`src/rtl/sync_fifo_param.sv`:
```
// Single-clock parametrised FIFO with optional first-word-fall-through read port,
// registered fill level and threshold flags, synchronous flush and sticky error flags.
module sync_fifo_param #(
  parameter int DATA_WIDTH = 8,
  parameter int DEPTH      = 64,
  parameter int FWFT       = 0,
  parameter int AF_THRESH  = DEPTH - 4,
  parameter int AE_THRESH  = 4
) (
  input  logic                    clk,
  input  logic                    rst,
  input  logic                    flush,
  input  logic                    wr_en,
  input  logic [DATA_WIDTH-1:0]   wr_data,
  input  logic                    rd_en,
  output logic [DATA_WIDTH-1:0]   rd_data,
  output logic                    rd_valid,
  output logic [$clog2(DEPTH):0]  count,
  output logic                    empty,
  output logic                    full,
  output logic                    almost_empty,
  output logic                    almost_full,
  output logic                    overflow,
  output logic                    underflow
);

  localparam int ADDR_W = $clog2(DEPTH);
  localparam logic [ADDR_W:0] PTR_ONE   = (ADDR_W + 1)'(1);
  localparam logic [ADDR_W:0] PTR_ZERO  = '0;
  localparam logic [ADDR_W:0] DEPTH_CNT = (ADDR_W + 1)'(DEPTH);

  logic [DATA_WIDTH-1:0] mem [DEPTH];
  logic [ADDR_W:0]       wr_ptr, rd_ptr;
  logic [ADDR_W:0]       rd_ptr_nxt, count_nxt;
  logic                  rd_acc, wr_acc, head_new;

  // Signed compare so out-of-range thresholds simply pin the flag high or low.
  function automatic logic af_of(input logic [ADDR_W:0] c);
    return int'(c) >= AF_THRESH;
  endfunction

  function automatic logic ae_of(input logic [ADDR_W:0] c);
    return int'(c) <= AE_THRESH;
  endfunction

  always_comb begin
    rd_acc     = rd_en && !empty;
    wr_acc     = wr_en && (!full || rd_acc);
    rd_ptr_nxt = rd_acc ? rd_ptr + PTR_ONE : rd_ptr;
    count_nxt  = count;
    if (wr_acc && !rd_acc) begin
      count_nxt = count + PTR_ONE;
    end else if (rd_acc && !wr_acc) begin
      count_nxt = count - PTR_ONE;
    end
    // The word being written becomes the head when nothing else remains after this cycle's pop.
    head_new = wr_acc && (count == (rd_acc ? PTR_ONE : PTR_ZERO));
  end

  always_ff @(posedge clk) begin
    if (!rst && !flush && wr_acc) begin
      mem[wr_ptr[ADDR_W-1:0]] <= wr_data;
    end
  end

  always_ff @(posedge clk) begin
    if (rst) begin
      wr_ptr       <= '0;
      rd_ptr       <= '0;
      count        <= '0;
      empty        <= 1'b1;
      full         <= 1'b0;
      almost_empty <= ae_of(PTR_ZERO);
      almost_full  <= af_of(PTR_ZERO);
      overflow     <= 1'b0;
      underflow    <= 1'b0;
      rd_data      <= '0;
      rd_valid     <= 1'b0;
    end else if (flush) begin
      wr_ptr       <= '0;
      rd_ptr       <= '0;
      count        <= '0;
      empty        <= 1'b1;
      full         <= 1'b0;
      almost_empty <= ae_of(PTR_ZERO);
      almost_full  <= af_of(PTR_ZERO);
      overflow     <= 1'b0;
      underflow    <= 1'b0;
      rd_valid     <= 1'b0;
    end else begin
      if (wr_acc) begin
        wr_ptr <= wr_ptr + PTR_ONE;
      end
      rd_ptr       <= rd_ptr_nxt;
      count        <= count_nxt;
      empty        <= (count_nxt == PTR_ZERO);
      full         <= (count_nxt == DEPTH_CNT);
      almost_empty <= ae_of(count_nxt);
      almost_full  <= af_of(count_nxt);
      if (wr_en && !wr_acc) begin
        overflow <= 1'b1;
      end
      if (rd_en && empty) begin
        underflow <= 1'b1;
      end
      if (FWFT != 0) begin
        rd_valid <= (count_nxt != PTR_ZERO);
        if (count_nxt != PTR_ZERO) begin
          rd_data <= head_new ? wr_data : mem[rd_ptr_nxt[ADDR_W-1:0]];
        end
      end else begin
        rd_valid <= rd_acc;
        if (rd_acc) begin
          rd_data <= mem[rd_ptr[ADDR_W-1:0]];
        end
      end
    end
  end

endmodule

```
`config.mk`:
```
export PLATFORM = sky130hd
export DESIGN_NAME = sync_fifo_param
export DESIGN_NICKNAME = d
export VERILOG_FILES = /design/src/rtl/sync_fifo_param.sv
export SDC_FILE = /design/constraint.sdc
export NUM_CORES = 1
export LEC_CHECK = 0
export CORE_MARGIN = 10
export CORE_UTILIZATION = 56
export CTS_CLUSTER_DIAMETER = 60
export DETAILED_ROUTE_END_ITERATION = 6
export PLACE_DENSITY = 0.75
export SLEW_MARGIN = 20
export SYNTH_ARGS = -nofsm -noshare
export SYNTH_HDL_FRONTEND = slang
export SYNTH_SLANG_ARGS = --single-unit
```
`constraint.sdc`:
```
create_clock -name clk -period 2.18 [get_ports clk]
set_input_delay 0.327 -clock clk [delete_from_list [all_inputs] [get_ports clk]]
set_output_delay 0.327 -clock clk [all_outputs]
set_load 0.03 [all_outputs]
```
==> results of run 1 <==
[cell usage after synthesis (4+ instances only)]
library cell	instances
xor2_1	7
dfxtp_1	34
nand3_1	13
a211oi_2	4
a31oi_1	5
mux2i_1	89
o221ai_1	12
o21ai_1	5
o21ai_0	10
nor2_1	107
buf_2	19
mux4_2	82
a211oi_1	17
a21oi_1	21
o41ai_2	4
clkbuf_1	26
nand4_1	4
and2_1	5
nor3_1	6
a221o_1	4
nand3b_1	4
buf_1	4
buf_6	10
xnor2_1	8
or3_1	4
a22oi_1	19
ha_1	4
nor4_1	5
a22o_1	11
buf_4	4
nor2b_1	8
nand2_1	30
o22ai_1	19
edfxtp_1	512
[flip-flops by register name, summed over array words and instances (netlist names)]
signal        cells
mem             512
count             7
rd_ptr            6
empty             1
almost_full       1
rd_data           8
full              1
wr_ptr            6
rd_valid          1
almost_empty      1
overflow          1
underflow         1
[repair_timing]
item	CTS	global route
pin swaps	10	4
setup buffers	18	1
setup endpoints to repair	8	10
cloned	3	0
endpoints found under the hold margin	0	0
gates resized for setup	38	16
[power by group through the flow]
stage	logic [µW]	clock network (µW)	registers, µW
after floorplan	185	0	11700
after global routing	601	9300	11500
final	566	8790	11500
after CTS	564	8900	11500
after global placement	517	0	11700
after detailed placement	531	0	11700
[area by class of cell]
class / count / area, µm² / area share
clock buffers: 67 / 1410 / 0.0543
multi-input cells: 536 / 5470 / 0.211
well taps: 511 / 639 / 0.0246
flip-flops and latches: 546 / 16100 / 0.619
repair buffers: 202 / 2100 / 0.0810
inverters: 3 / 11.3 / 0.000434
clock inverters: 31 / 256 / 0.00988
[final timing paths]
path / start / end / slack [ns] / depth (start not counted)
setup / recovery: rd_ptr[0] / rd_data[4] / -0.16 / 7
hold / removal: wr_data[6] / mem[47][6] / 0.25 / 2
setup reg to reg: rd_ptr[0] / rd_data[4] / -0.16 / 7
hold reg to reg: underflow / underflow / 0.48 / 2
[layer usage]
metal,global-route usage,share of wire,vias up
met5,0,0,-
met4,0.0807,0.036,0
met3,0.0445,0.083,105
met2,0.351,0.49,599
met1,0.292,0.39,5975
li1,-,-,5048
[stage by stage]
| step | instance area, µm² | hold slack (ns) | setup WS (ns) | TNS [ns] |
|---|---|---|---|---|
| 2_1_floorplan | 21700 | 0.426 | -0.0928 | -24.52 |
| 3_3_place_gp | 23800 | 0.467 | -0.279 | -61.45 |
| 3_5_place_dp | 23800 | 0.468 | -0.290 | -93.13 |
| 4_1_cts | 25900 | 0.239 | -0.155 | -0.667 |
| 5_1_grt | 26000 | 0.254 | -0.172 | -1.11 |
| 6_report | 26000 | 0.253 | -0.160 | -0.775 |
[cell families after synthesis]
kind of cell,count (synthesis)
AND/OR/NAND/NOR,202
buffers and inverters,68
AO/OA/AOI/OAI,143
flip-flops,546
adder cells (fa/ha/maj),4
multiplexers,172
XOR/XNOR,15
[worst max-delay path: cells and delay by family, from the launching register on]
| kind | cells | cell delay (ns) |
|---|---|---|
| mux | 1 | 0.55 |
| flops | 1 | 0.45 |
| compound gates | 4 | 0.99 |
| buf+inv | 2 | 0.25 |
==> impl_metrics.ini, run 1 <==
[sta]
worst_pin_slew_ns = 0.985
fin_ws_ns = -0.160
relSlewSlack = 0.343
finClkSkew_ns = 0.0236
rsz0062_at_grt = yes
setup_viol = 8
hold_viol_final = 0
fin_crit_sh = 1.07
maxSlewViolCount = 0
post-route-min-period_ns = 2.34
fmax_mhz = 427

[yosys]
seq_area_frac_synth = 0.751
synth_area_per_cell_um2 = 18.6
synth_edf_count = 512
ys_async_sr_fraction = 0
synth_compound_area_frac = 0.0501
synthMuxAreaShare = 0.129
synthCells = 1150
yosys.area.top_type = edfxtp_1
synth_area_leaders = edfxtp_1 (72%), mux4_2 (8.6%), mux2i_1 (4.2%), dfxtp_1 (3.2%), nor2_1 (1.9%)
synth_ff_type = edfxtp_1
yosysWarnings = 0
synth.top_cell.area_share = 0.719
syn-num-nets = 1167
synthAdderAreaFrac = 0.00234
synth_xor_area_frac = 0.00615
synth_top_family_by_area = multiplexers
ys_types = 59
ys_seq_elements = 546
syn_area_um2 = 21400
yosys.area_share.simple = 0.0432

[final_layout]
final_common_cell = edfxtp_1
final_util = 0.689
diodes = 0
nFillCells = 2424
layout.cells.non_filler = 1896
mostFrequentLayoutCells = edfxtp_1 (512), buf_4 (123), mux2i_1 (83)
areaGrowthSynthToFinish_pct = 21.4
fin_nets = 1358
drive_above_1_share = 0.313

[setup_path]
crit_required_ns = 2.67
crit_path_start_kind = flop
arrival_ns = 2.83
cp_slowest_cell = mux4_2
cp_max_fo = 6
path_cells = buf_12, buf_12, mux4_2, a22o_4, o41ai_4, a21oi_2, a221o_1
crit_top_cell = buf_12
slowest_delay_ns = 0.55
worst-setup-path-type = flop to flop
cp-end-kind = flop

[die]
row_count = 71
chipWidth_um = 215
io_pins = 35
die_y_um = 215
core_area_um2 = 37700
dieArea_um2 = 46400
initial_utilization = 0.568

[global_routing]
first_global_vias = 11700
antenna_found_initial = 0
grt_pass1_wl_um = 76000
gr-total-overflow = 0
grt_max_degree = 65
grt_usage = 0.218

[power]
power.leakage_uw = 0.00813
swShare = 0.198
p_seq_frac = 0.551
clkPwrFrac = 0.422
ir_worst_vdd_mv = 0.668
power_frac_comb = 0.027
power_density_nw_per_um2 = 803
intPower_uw = 16700
power_uw = 20800
p_sw_uw = 4120

[routing]
drc = 0
via_per_inst = 6.19
ant_nets = 0
routedWlPerCell_um = 26.8
wl_um = 50900
vias = 11700
drtIter0Drc = 1121
dr.pass1.iters = 5

[clock_tree]
cts.path.max_buffers = 3
clock_sinks = 546
clk_pin_slew_ns = 0.07
cts_tree = yes
cts_root_buf = clkbuf_16
insertion_delay_ns = 0.59
hold_buffers = 0
htree_levels = 2
numCtsBuffers = 52

[placement]
dp_cells = 1778
numPortBuffers = 34
dp_hpwl_um = 31000
gp_routability_congestion = 0.833

[outcome]
failed_checks = negative setup slack
status = finished with violations

[run]
cap_violations = 0

[hold_path]
holdCritPathClass = input pin to flop
No activity file was read; power rests on OpenSTA's default activity.
==> run 2: changes to the inputs <==
--- a/config.mk
+++ b/config.mk
@@ -6,10 +6,10 @@
 export NUM_CORES = 1
 export LEC_CHECK = 0
 export CORE_MARGIN = 10
-export CORE_UTILIZATION = 56
+export CORE_UTILIZATION = 25
 export CTS_CLUSTER_DIAMETER = 60
 export DETAILED_ROUTE_END_ITERATION = 6
-export PLACE_DENSITY = 0.75
+export DONT_BUFFER_PORTS = 1
 export SLEW_MARGIN = 20
 export SYNTH_ARGS = -nofsm -noshare
 export SYNTH_HDL_FRONTEND = slang
==> run 2 against run 1 <==
The flow still finishes with violations (negative setup slack). Global-route usage decreased by 11 points. Final cell count increased by 32%. First-iteration DRC count decreased by 16%. Clock skew increased by 0.038 ns. Die area increased by 110%. Flip-flop and latch count unchanged. Highest routed layer unchanged.
==> impl_metrics.ini, run 2 (same netlist as run 1, synthesis figures left out) <==
[clock_tree]
cts_tree = yes
cts.path.max_buffers = 3
numCtsBuffers = 55
clk_pin_slew_ns = 0.06
insertion_delay_ns = 0.64
cts_root_buf = clkbuf_16
clock_sinks = 546
htree_levels = 2

[sta]
worst_hold_slack_ns = 0.0485
fmax_mhz = 452
fin_ws_ns = -0.0300
worst_pin_slew_ns = 0.967
hold_viol_final = 0
rsz0062_at_grt = yes
setup_viol = 4
relSlewSlack = 0.354
post-route-min-period_ns = 2.21
fin_crit_sh = 1.01
maxSlewViolCount = 0
finClkSkew_ns = 0.0616

[die]
io_pins = 35
dieArea_um2 = 97600
chipWidth_um = 312
die_y_um = 312
initial_utilization = 0.251
row_count = 107
core_area_um2 = 85000

[routing]
via_per_inst = 4.56
vias = 11400
drtIter0Drc = 945
drc = 0
ant_nets = 0
wl_um = 53800
routedWlPerCell_um = 21.5
dr.pass1.iters = 5

[final_layout]
largest_reg_flops = 512
mostFrequentLayoutCells = edfxtp_1 (512), buf_4 (126), mux2i_1 (87)
diodes = 0
final_common_cell = edfxtp_1
nFillCells = 8111
fin_nets = 1330
areaGrowthSynthToFinish_pct = 24.6
layout.cells.non_filler = 2496
drive_above_1_share = 0.310

[power]
p_seq_frac = 0.528
power_density_nw_per_um2 = 817
power.leakage_uw = 0.00812
ir_worst_vdd_mv = 0.673
intPower_uw = 17400
p_sw_uw = 4390
clkPwrFrac = 0.448
power_frac_comb = 0.025
swShare = 0.202

[setup_path]
worst-setup-path-type = flop to flop
crit_top_cell = buf_12
crit_required_ns = 2.66
reg2reg_slack_ns = -0.03
cp-end-kind = flop
crit_path_start_kind = flop
cp_max_fo = 6
slowest_delay_ns = 0.49
cp_slowest_cell = mux4_2
path_cells = buf_12, buf_16, buf_12, mux4_2, a22oi_1, a31oi_1, a221o_1
arrival_ns = 2.69

[global_routing]
grt_usage = 0.108
grt_max_degree = 65
gr-total-overflow = 0
grt_pass1_wl_um = 79500
first_global_vias = 11600
antenna_found_initial = 1

[outcome]
status = finished with violations
failed_checks = negative setup slack

[placement]
dp_hpwl_um = 34100
numPortBuffers = 0
dp_cells = 2365
gp_routability_congestion = 0.816

[hold_path]
holdCritPathClass = input pin to flop

[run]
cap_violations = 0
run 2: worst max-delay path: cells and delay by family, from the launching register on:
family | cells | cell delay [ns]
flops | 1 | 0.37
compound gates | 3 | 0.81
mux | 1 | 0.49
buf+inv | 3 | 0.40
run 2: final timing paths:
kind	start	cells past startpoint	to
max reg2reg	rd_ptr[0]	7	rd_data[0]
max	rd_ptr[0]	7	rd_data[0]
min reg2reg	rd_ptr[5]	2	rd_ptr[5]
min	rst	3	empty
run 2: what timing repair did:
item | CTS | global route
hold buffers | 10 | 0
buffers inserted | 14 | 8
pin swaps | 5 | 5
gates cloned | 4 | 0
endpoints found under the hold margin | 515 | 0
endpoints found under the setup margin | 9 | 16
resized for setup | 25 | 12
run 2: metrics by stage:
step	TNS [ns]	area, µm²	util	worst slack [ns]	total power, µW
6_report	-0.0573	26600	0.313	-0.0300	21800
5_1_grt	-0.371	26600	0.313	-0.0953	22400
4_1_cts	-0.0490	26600	0.312	-0.0325	21900
3_5_place_dp	-1.25	24000	0.283	-0.298	12000
3_3_place_gp	-1.19	24000	0.283	-0.320	12000
2_1_floorplan	-24.52	21700	-	-0.0928	11900
run 2: per-layer routing:
layer  GRT usage  vias up  part of all wire
li1            -     4983                 -
met1       0.138     5928              0.41
met2       0.180      382              0.49
met3      0.0222       91             0.064
met4      0.0357        0             0.029
met5           0        -                 0
run 2: area by class of cell:
| class | count | area (µm²) | area share |
|---|---|---|---|
| sequential | 546 | 16100 | 0.603 |
| multi-input combinational | 536 | 5370 | 0.202 |
| timing repair buffer | 171 | 1890 | 0.0711 |
| tap | 1144 | 1430 | 0.0537 |
| clock buffer | 62 | 1400 | 0.0527 |
| clock inverter | 34 | 460 | 0.0173 |
| inverter | 3 | 11.3 | 0.000423 |
run 2: power groups by stage:
| stage | logic, µW | clock network [µW] | registers (µW) |
|---|---|---|---|
| floorplan | 185 | 0 | 11700 |
| global placement | 278 | 0 | 11700 |
| detailed placement | 282 | 0 | 11700 |
| CTS | 543 | 9910 | 11500 |
| global route | 574 | 10400 | 11500 |
| finish | 536 | 9740 | 11500 |
